File: src/rtl/mac_seq_if.sv
// mac_seq_if: job, operand, result and mac_block bundle; master is the environment side, slave is mac_seq
interface mac_seq_if #(
  parameter int MIN_W = 8,
  parameter int ACC_W = 32,
  parameter int CONF_W = 3,
  parameter int LEN_W = 8
);
  logic job_valid;
  logic job_ready;
  logic [LEN_W-1:0] job_len;
  logic [1:0] job_mode;
  logic job_acc;
  logic [ACC_W-1:0] job_init;
  logic op_valid;
  logic op_ready;
  logic [MIN_W-1:0] op_a;
  logic [MIN_W-1:0] op_b;
  logic [MIN_W-1:0] op_dual;
  logic [MIN_W-1:0] op_q1;
  logic [MIN_W-1:0] op_q2;
  logic mac_en;
  logic [MIN_W-1:0] mac_a;
  logic [MIN_W-1:0] mac_b;
  logic [MIN_W-1:0] mac_dual;
  logic [MIN_W-1:0] mac_q1;
  logic [MIN_W-1:0] mac_q2;
  logic [ACC_W+CONF_W-1:0] mac_cfg;
  logic [ACC_W-1:0] mac_c;
  logic res_valid;
  logic res_ready;
  logic [ACC_W-1:0] res_data;
  logic busy;
  modport master (
    output job_valid, job_len, job_mode, job_acc, job_init,
    output op_valid, op_a, op_b, op_dual, op_q1, op_q2,
    output mac_c, res_ready,
    input job_ready, op_ready, mac_en, mac_a, mac_b, mac_dual, mac_q1, mac_q2, mac_cfg,
    input res_valid, res_data, busy
  );
  modport slave (
    input job_valid, job_len, job_mode, job_acc, job_init,
    input op_valid, op_a, op_b, op_dual, op_q1, op_q2,
    input mac_c, res_ready,
    output job_ready, op_ready, mac_en, mac_a, mac_b, mac_dual, mac_q1, mac_q2, mac_cfg,
    output res_valid, res_data, busy
  );
endinterface

File: src/rtl/mac_seq.sv
// mac_seq: job sequencer upstream of mac_block (define MAC_SEQ_PERF_EN to add perf_cycles/perf_stall counters)
module mac_seq #(
  parameter int MIN_W = 8,
  parameter int ACC_W = 32,
  parameter int CONF_W = 3,
  parameter int LEN_W = 8
) (
  input logic clk,
  input logic rst,
  mac_seq_if.slave bus
`ifdef MAC_SEQ_PERF_EN
  ,
  output logic [31:0] perf_cycles,
  output logic [31:0] perf_stall
`endif
);
  typedef enum logic [2:0] {IDLE, LOAD, RUN, DRAIN, OUT} state_t;
  state_t state_q, state_d;
  logic [LEN_W-1:0] rem_q, rem_d;
  logic acc_q, acc_d;
  logic [ACC_W+CONF_W-1:0] cfg_q, cfg_d;
  logic [ACC_W-1:0] res_q, res_d;
  logic [MIN_W-1:0] a_q, a_d, b_q, b_d, d_q, d_d, q1_q, q1_d, q2_q, q2_d;
  logic fire;
  assign fire = state_q == RUN && bus.op_valid;
  always_comb begin
    state_d = state_q;
    rem_d = rem_q;
    acc_d = acc_q;
    cfg_d = cfg_q;
    res_d = res_q;
    a_d = fire ? bus.op_a : a_q;
    b_d = fire ? bus.op_b : b_q;
    d_d = fire ? bus.op_dual : d_q;
    q1_d = fire ? bus.op_q1 : q1_q;
    q2_d = fire ? bus.op_q2 : q2_q;
    case (state_q)
      IDLE: if (bus.job_valid) begin
        rem_d = bus.job_len;
        acc_d = bus.job_acc;
        cfg_d = '0;
        cfg_d[ACC_W+CONF_W-1:CONF_W] = bus.job_init;
        cfg_d[CONF_W-1] = bus.job_acc;
        cfg_d[1:0] = bus.job_mode == 2'b11 ? 2'b00 : bus.job_mode;
        state_d = bus.job_len == '0 ? OUT : LOAD;
        res_d = bus.job_len != '0 ? res_q : bus.job_acc ? bus.job_init : '0;
      end
      LOAD: state_d = RUN;
      RUN: if (fire) begin
        rem_d = rem_q - LEN_W'(1);
        state_d = (!acc_q || rem_q == LEN_W'(1)) ? DRAIN : RUN;
      end
      DRAIN: begin
        res_d = bus.mac_c;
        state_d = OUT;
      end
      OUT: if (bus.res_ready) state_d = rem_q != '0 ? RUN : IDLE;
      default: state_d = IDLE;
    endcase
  end
  always_ff @(posedge clk or negedge rst) begin
    if (!rst) begin
      state_q <= IDLE;
      rem_q <= '0;
      acc_q <= 1'b0;
      cfg_q <= '0;
      res_q <= '0;
      a_q <= '0;
      b_q <= '0;
      d_q <= '0;
      q1_q <= '0;
      q2_q <= '0;
    end else begin
      state_q <= state_d;
      rem_q <= rem_d;
      acc_q <= acc_d;
      cfg_q <= cfg_d;
      res_q <= res_d;
      a_q <= a_d;
      b_q <= b_d;
      d_q <= d_d;
      q1_q <= q1_d;
      q2_q <= q2_d;
    end
  end
  assign bus.job_ready = state_q == IDLE;
  assign bus.op_ready = state_q == RUN;
  assign bus.busy = state_q != IDLE;
  assign bus.res_valid = state_q == OUT;
  assign bus.res_data = res_q;
  assign bus.mac_cfg = cfg_q;
  assign bus.mac_en = fire;
  assign bus.mac_a = a_d;
  assign bus.mac_b = b_d;
  assign bus.mac_dual = d_d;
  assign bus.mac_q1 = q1_d;
  assign bus.mac_q2 = q2_d;
`ifdef MAC_SEQ_PERF_EN
  logic [31:0] cyc_q, cyc_d, stall_q, stall_d;
  always_comb begin
    cyc_d = cyc_q + {31'd0, state_q != IDLE};
    stall_d = stall_q + {31'd0, (state_q == RUN && !bus.op_valid) || (state_q == OUT && !bus.res_ready)};
  end
  always_ff @(posedge clk or negedge rst) begin
    if (!rst) begin
      cyc_q <= '0;
      stall_q <= '0;
    end else begin
      cyc_q <= cyc_d;
      stall_q <= stall_d;
    end
  end
  assign perf_cycles = cyc_q;
  assign perf_stall = stall_q;
`endif
endmodule

File: src/flat_wrapper.sv
// flat-port wrapper written by rule: the top's interface ports become plain ports
module mac_seq_flat 
#(
  parameter int MIN_W = 8,
  parameter int ACC_W = 32,
  parameter int CONF_W = 3,
  parameter int LEN_W = 8
)
  (clk, rst, bus_job_valid, bus_job_len, bus_job_mode, bus_job_acc, bus_job_init, bus_op_valid, bus_op_a, bus_op_b, bus_op_dual, bus_op_q1, bus_op_q2, bus_mac_c, bus_res_ready, bus_job_ready, bus_op_ready, bus_mac_en, bus_mac_a, bus_mac_b, bus_mac_dual, bus_mac_q1, bus_mac_q2, bus_mac_cfg, bus_res_valid, bus_res_data, bus_busy);
  mac_seq_if #(.MIN_W(MIN_W), .ACC_W(ACC_W), .CONF_W(CONF_W), .LEN_W(LEN_W)) bus_i ();
  input logic clk;
  input logic rst;
  input wire logic [$bits(bus_i.job_valid)-1:0] bus_job_valid;
  input wire logic [$bits(bus_i.job_len)-1:0] bus_job_len;
  input wire logic [$bits(bus_i.job_mode)-1:0] bus_job_mode;
  input wire logic [$bits(bus_i.job_acc)-1:0] bus_job_acc;
  input wire logic [$bits(bus_i.job_init)-1:0] bus_job_init;
  input wire logic [$bits(bus_i.op_valid)-1:0] bus_op_valid;
  input wire logic [$bits(bus_i.op_a)-1:0] bus_op_a;
  input wire logic [$bits(bus_i.op_b)-1:0] bus_op_b;
  input wire logic [$bits(bus_i.op_dual)-1:0] bus_op_dual;
  input wire logic [$bits(bus_i.op_q1)-1:0] bus_op_q1;
  input wire logic [$bits(bus_i.op_q2)-1:0] bus_op_q2;
  input wire logic [$bits(bus_i.mac_c)-1:0] bus_mac_c;
  input wire logic [$bits(bus_i.res_ready)-1:0] bus_res_ready;
  output wire logic [$bits(bus_i.job_ready)-1:0] bus_job_ready;
  output wire logic [$bits(bus_i.op_ready)-1:0] bus_op_ready;
  output wire logic [$bits(bus_i.mac_en)-1:0] bus_mac_en;
  output wire logic [$bits(bus_i.mac_a)-1:0] bus_mac_a;
  output wire logic [$bits(bus_i.mac_b)-1:0] bus_mac_b;
  output wire logic [$bits(bus_i.mac_dual)-1:0] bus_mac_dual;
  output wire logic [$bits(bus_i.mac_q1)-1:0] bus_mac_q1;
  output wire logic [$bits(bus_i.mac_q2)-1:0] bus_mac_q2;
  output wire logic [$bits(bus_i.mac_cfg)-1:0] bus_mac_cfg;
  output wire logic [$bits(bus_i.res_valid)-1:0] bus_res_valid;
  output wire logic [$bits(bus_i.res_data)-1:0] bus_res_data;
  output wire logic [$bits(bus_i.busy)-1:0] bus_busy;
  assign bus_i.job_valid = bus_job_valid;
  assign bus_i.job_len = bus_job_len;
  assign bus_i.job_mode = bus_job_mode;
  assign bus_i.job_acc = bus_job_acc;
  assign bus_i.job_init = bus_job_init;
  assign bus_i.op_valid = bus_op_valid;
  assign bus_i.op_a = bus_op_a;
  assign bus_i.op_b = bus_op_b;
  assign bus_i.op_dual = bus_op_dual;
  assign bus_i.op_q1 = bus_op_q1;
  assign bus_i.op_q2 = bus_op_q2;
  assign bus_i.mac_c = bus_mac_c;
  assign bus_i.res_ready = bus_res_ready;
  assign bus_job_ready = bus_i.job_ready;
  assign bus_op_ready = bus_i.op_ready;
  assign bus_mac_en = bus_i.mac_en;
  assign bus_mac_a = bus_i.mac_a;
  assign bus_mac_b = bus_i.mac_b;
  assign bus_mac_dual = bus_i.mac_dual;
  assign bus_mac_q1 = bus_i.mac_q1;
  assign bus_mac_q2 = bus_i.mac_q2;
  assign bus_mac_cfg = bus_i.mac_cfg;
  assign bus_res_valid = bus_i.res_valid;
  assign bus_res_data = bus_i.res_data;
  assign bus_busy = bus_i.busy;
  mac_seq #(.MIN_W(MIN_W), .ACC_W(ACC_W), .CONF_W(CONF_W), .LEN_W(LEN_W)) u_core (.clk(clk), .rst(rst), .bus(bus_i));
endmodule
File: config.mk
export PLATFORM = sky130hd
export DESIGN_NAME = mac_seq_flat
export DESIGN_NICKNAME = d
export VERILOG_FILES = /design/src/rtl/mac_seq_if.sv /design/src/rtl/mac_seq.sv /design/src/flat_wrapper.sv
export SDC_FILE = /design/constraint.sdc
export NUM_CORES = 1
export LEC_CHECK = 0
export BUFFER_PORTS_ARGS = -buffer_cell sky130_fd_sc_hd__buf_4
export CORE_ASPECT_RATIO = 1.4
export CORE_MARGIN = 2
export CORE_UTILIZATION = 48
export DETAILED_ROUTE_END_ITERATION = 10
export PLACE_DENSITY = 0.83
export SYNTH_ARGS = -nofsm -noshare
export SYNTH_HDL_FRONTEND = slang
export SYNTH_SLANG_ARGS = --single-unit
File: constraint.sdc
create_clock -name clk -period 2.7 [get_ports clk]
set_input_delay 0.405 -clock clk [delete_from_list [all_inputs] [get_ports clk]]
set_output_delay 0.405 -clock clk [all_outputs]
set_load 0.005 [all_outputs]
==> impl_metrics.ini <==
[cts]
tritoncts = done
clk_latency_ns = 0.40
cts.reportedPaths.clkPinSlew_ns = 0.05
cts.sink_count = 118
clockBufferDepth = 2
holdBufCountCts = 0
ctsHtreeMaxLevel = 4
cts_root_buf = clkbuf_16
cts_buffers = 17

[place]
dp_slack_ns = 0.345
placement.io_buffers = 231
dp_hpwl_um = 10800
place.gp.congestion = 0.838

[yosys]
synth_edf_count = 0
yosysSeqAreaShare_pct = 55.7
ys_warn_count = 0
ys.flop_type = dfrtp_1
synth_adder_area_share_pct = 0.708
yosys.area_share.simple_pct = 10.0
synth_top_family_by_area = multiplexers
netlist_area_mm2 = 0.00531
synth_mux_area_share_pct = 18.6
ys_types = 41
ys_ff_latch = 118
synth_top_area_share_pct = 55.7
synth-compound-area-share_pct = 9.69
synthTopCellsByArea = dfrtp_1, mux2_4, mux2_2, o21ai_0, a21oi_1
synth_xor_area_share_pct = 0.165
syn_inst = 436
avgSynthCellArea_um2 = 12.2
synth_async_sr_flop_share_pct = 100
synth_fp_nets = 559
synth_top_area_cell = dfrtp_1

[floorplan]
start_util_pct = 49.1
dieArea_mm2 = 0.0119
die_w_um = 92.9
row_count = 45
die_h_um = 128
ios = 232
core_mm2 = 0.0108

[setup_path]
crit_required_ns = 2.30
start_kind = register
path_max_fanout = 14
crit_arrival_ns = 2.25
reg2reg_slack_ns = 0.63
critPathKind = register to output pin
endpoint_kind = output pin

[finish]
drive_gt1_share_pct = 53.1
multiInputGateArea_mm2 = 0.00210
fillers = 770
final_util_pct = 73.0
nets = 798
layout.area.seq_mm2 = 0.00295
antenna_cells = 0
syn_to_final_growth_pct = 48.8

[sta]
fin_crit_sh_pct = 98.4
finalMaxSlewViolations = 0
finalHoldViolations = 0
fin_crit_ns = 2.66
setup_ws_ns = 0.0425
tightest_slew_ns = 0.854
setup_viol = 0
clock.fmax_mhz = 376
maxSlewHeadroom_pct = 42.6
rsz0062_at_grt = true
clock_skew_ns = 0.00564

[routing]
route.detailed.drc = 0
drt_first_pass_iters = 4
ant_nets = 0
vias = 4422
wire_per_inst_um = 19.0
avgViaCountPerCell = 5.33
drt_iter0_drc = 154
wl_um = 15700

[grt]
grt_util_all_layers_pct = 26.3
grt_first_pass_wirelength_um = 24100
grt_pass1_vias = 4611
grt_max_degree = 53
grt_overflow = 0
antenna_found_initial = 0

[power_and_ir_drop]
p_seq_share_pct = 31.8
powerDensity_mw_per_mm2 = 1250
p_sw_share_pct = 31.1
clkPwrFrac_pct = 24.7
switchingPower_uw = 3070
p_comb_share_pct = 43.4
total_power_uw = 9840
p_leak_uw = 0.00392
p_int_uw = 6780
irDropWorstVdd_mv = 0.674

[run]
maxCapViolCount = 0

[outcome]
status = complete, no violations

[min_path]
hold_class = input port to asynchronous set/reset pin
## critical path, cell delays in order (launching register included)
cell and delay, ns:
dfrtp_1 0.38, or3b_4 0.44, inv_8 0.08, and2_4 0.17, buf_4 0.13, buf_12 0.16, mux2_4 0.33, buf_4 0.14
## flip-flops by register name, summed over array words and instances (netlist names)
name,flops
u_core.rem_q,8
u_core.b_q,8
u_core.a_q,8
u_core.d_q,8
u_core.bus.res_data,32
u_core.q2_q,8
u_core.bus.mac_cfg,35
u_core.state_q,3
u_core.q1_q,8
## cell families after synthesis
logic type / Yosys count
DFF: 118
and+or+nand+nor: 103
AOI/OAI and AO/OA: 95
muxes: 75
buffers and inverters: 41
adders and majority gates: 3
xor gates and xnor gates: 1
## layer usage
metal / GRT usage [%] / vias up / wire length, um
met5: 0 / - / 0
met4: 12.4 / 0 / 483
met1: 30.6 / 2178 / 5940
met3: 5.68 / 38 / 865
li1: - / 2014 / -
met2: 46.0 / 192 / 8430
## synth_stat cells, types with 2 or more instances
library cell,number
inv_1,6
nand3b_1,3
mux2i_1,2
o21ai_0,42
dfrtp_1,118
mux2_4,39
clkbuf_1,14
nand3_1,2
ha_1,3
nand2_1,40
buf_12,5
mux2_2,34
o2bb2ai_1,3
buf_4,4
buf_2,10
and3_1,32
nor3_1,6
nor4_1,3
nor2_1,8
a21oi_1,40
or3_1,2
## worst paths after layout
| kind | from | endpoint | cells past startpoint |
|---|---|---|---|
| max in group asynchronous | rst | u_core.bus.res_data[1] | 2 |
| hold reg to reg | u_core.bus.res_data[6] | u_core.bus.res_data[6] | 2 |
| setup reg to reg | u_core.state_q[2] | u_core.bus.mac_cfg[27] | 4 |
| hold / removal | rst | u_core.bus.mac_cfg[6] | 1 |
| min in group clk | bus_res_ready | u_core.state_q[2] | 2 |
| setup / recovery | u_core.state_q[2] | bus_mac_dual[7] | 7 |
## power by group through the flow
stage	Combinational [uW]	Sequential, uW	Clock, uW
floorplan	2160	3060	0
global placement	3950	3070	0
detailed placement	4110	3110	0
CTS	4250	3120	2470
global route	4600	3210	2550
finish	4280	3130	2440
## layout by cell type, fill, tap and decap left out, types with 2 or more instances in the layout
master,n
bufinv_16,4
o2bb2ai_1,3
inv_1,6
clkbuf_16,17
nor2_1,8
mux2i_1,2
nand3_1,2
mux2_4,39
nand2_1,40
nand3b_1,3
or3_1,2
clkinvlp_4,2
and3_1,32
ha_1,3
a21oi_1,40
buf_12,3
nor4_1,3
clkinv_4,3
o21ai_0,42
dfrtp_1,118
buf_4,249
mux2_2,34
clkbuf_8,4
clkinv_2,2
nor3_1,6
## cell type report
type	count	share of cell area (%)
Sequential cell	118	37.4
Tap cell	141	2.24
Inverter	7	0.428
Multi-Input combinational cell	277	26.7
Clock inverter	11	2.17
Clock buffer	21	6.09
Timing Repair Buffer	254	25.0
## what timing repair did
action                                  4_1_cts  5_1_grt
endpoints found under the setup margin       33       34
pin swaps                                     1        0
gates resized for setup                       2        2
cloned                                        1        0
setup buffers                                 6        2
## per-stage QoR
step                setup TNS [ns]  std cells  area [um^2]  hold slack, ns
finish                           0        829         7890          0.0157
global route               -0.0124        829         7890          0.0601
CTS                              0        827         7870          0.0171
detailed placement               0        788         7140           0.454
global placement                 0        788         7140           0.447
floorplan                        0        436         5310           0.109
No activity file was read; power rests on OpenSTA's default activity.
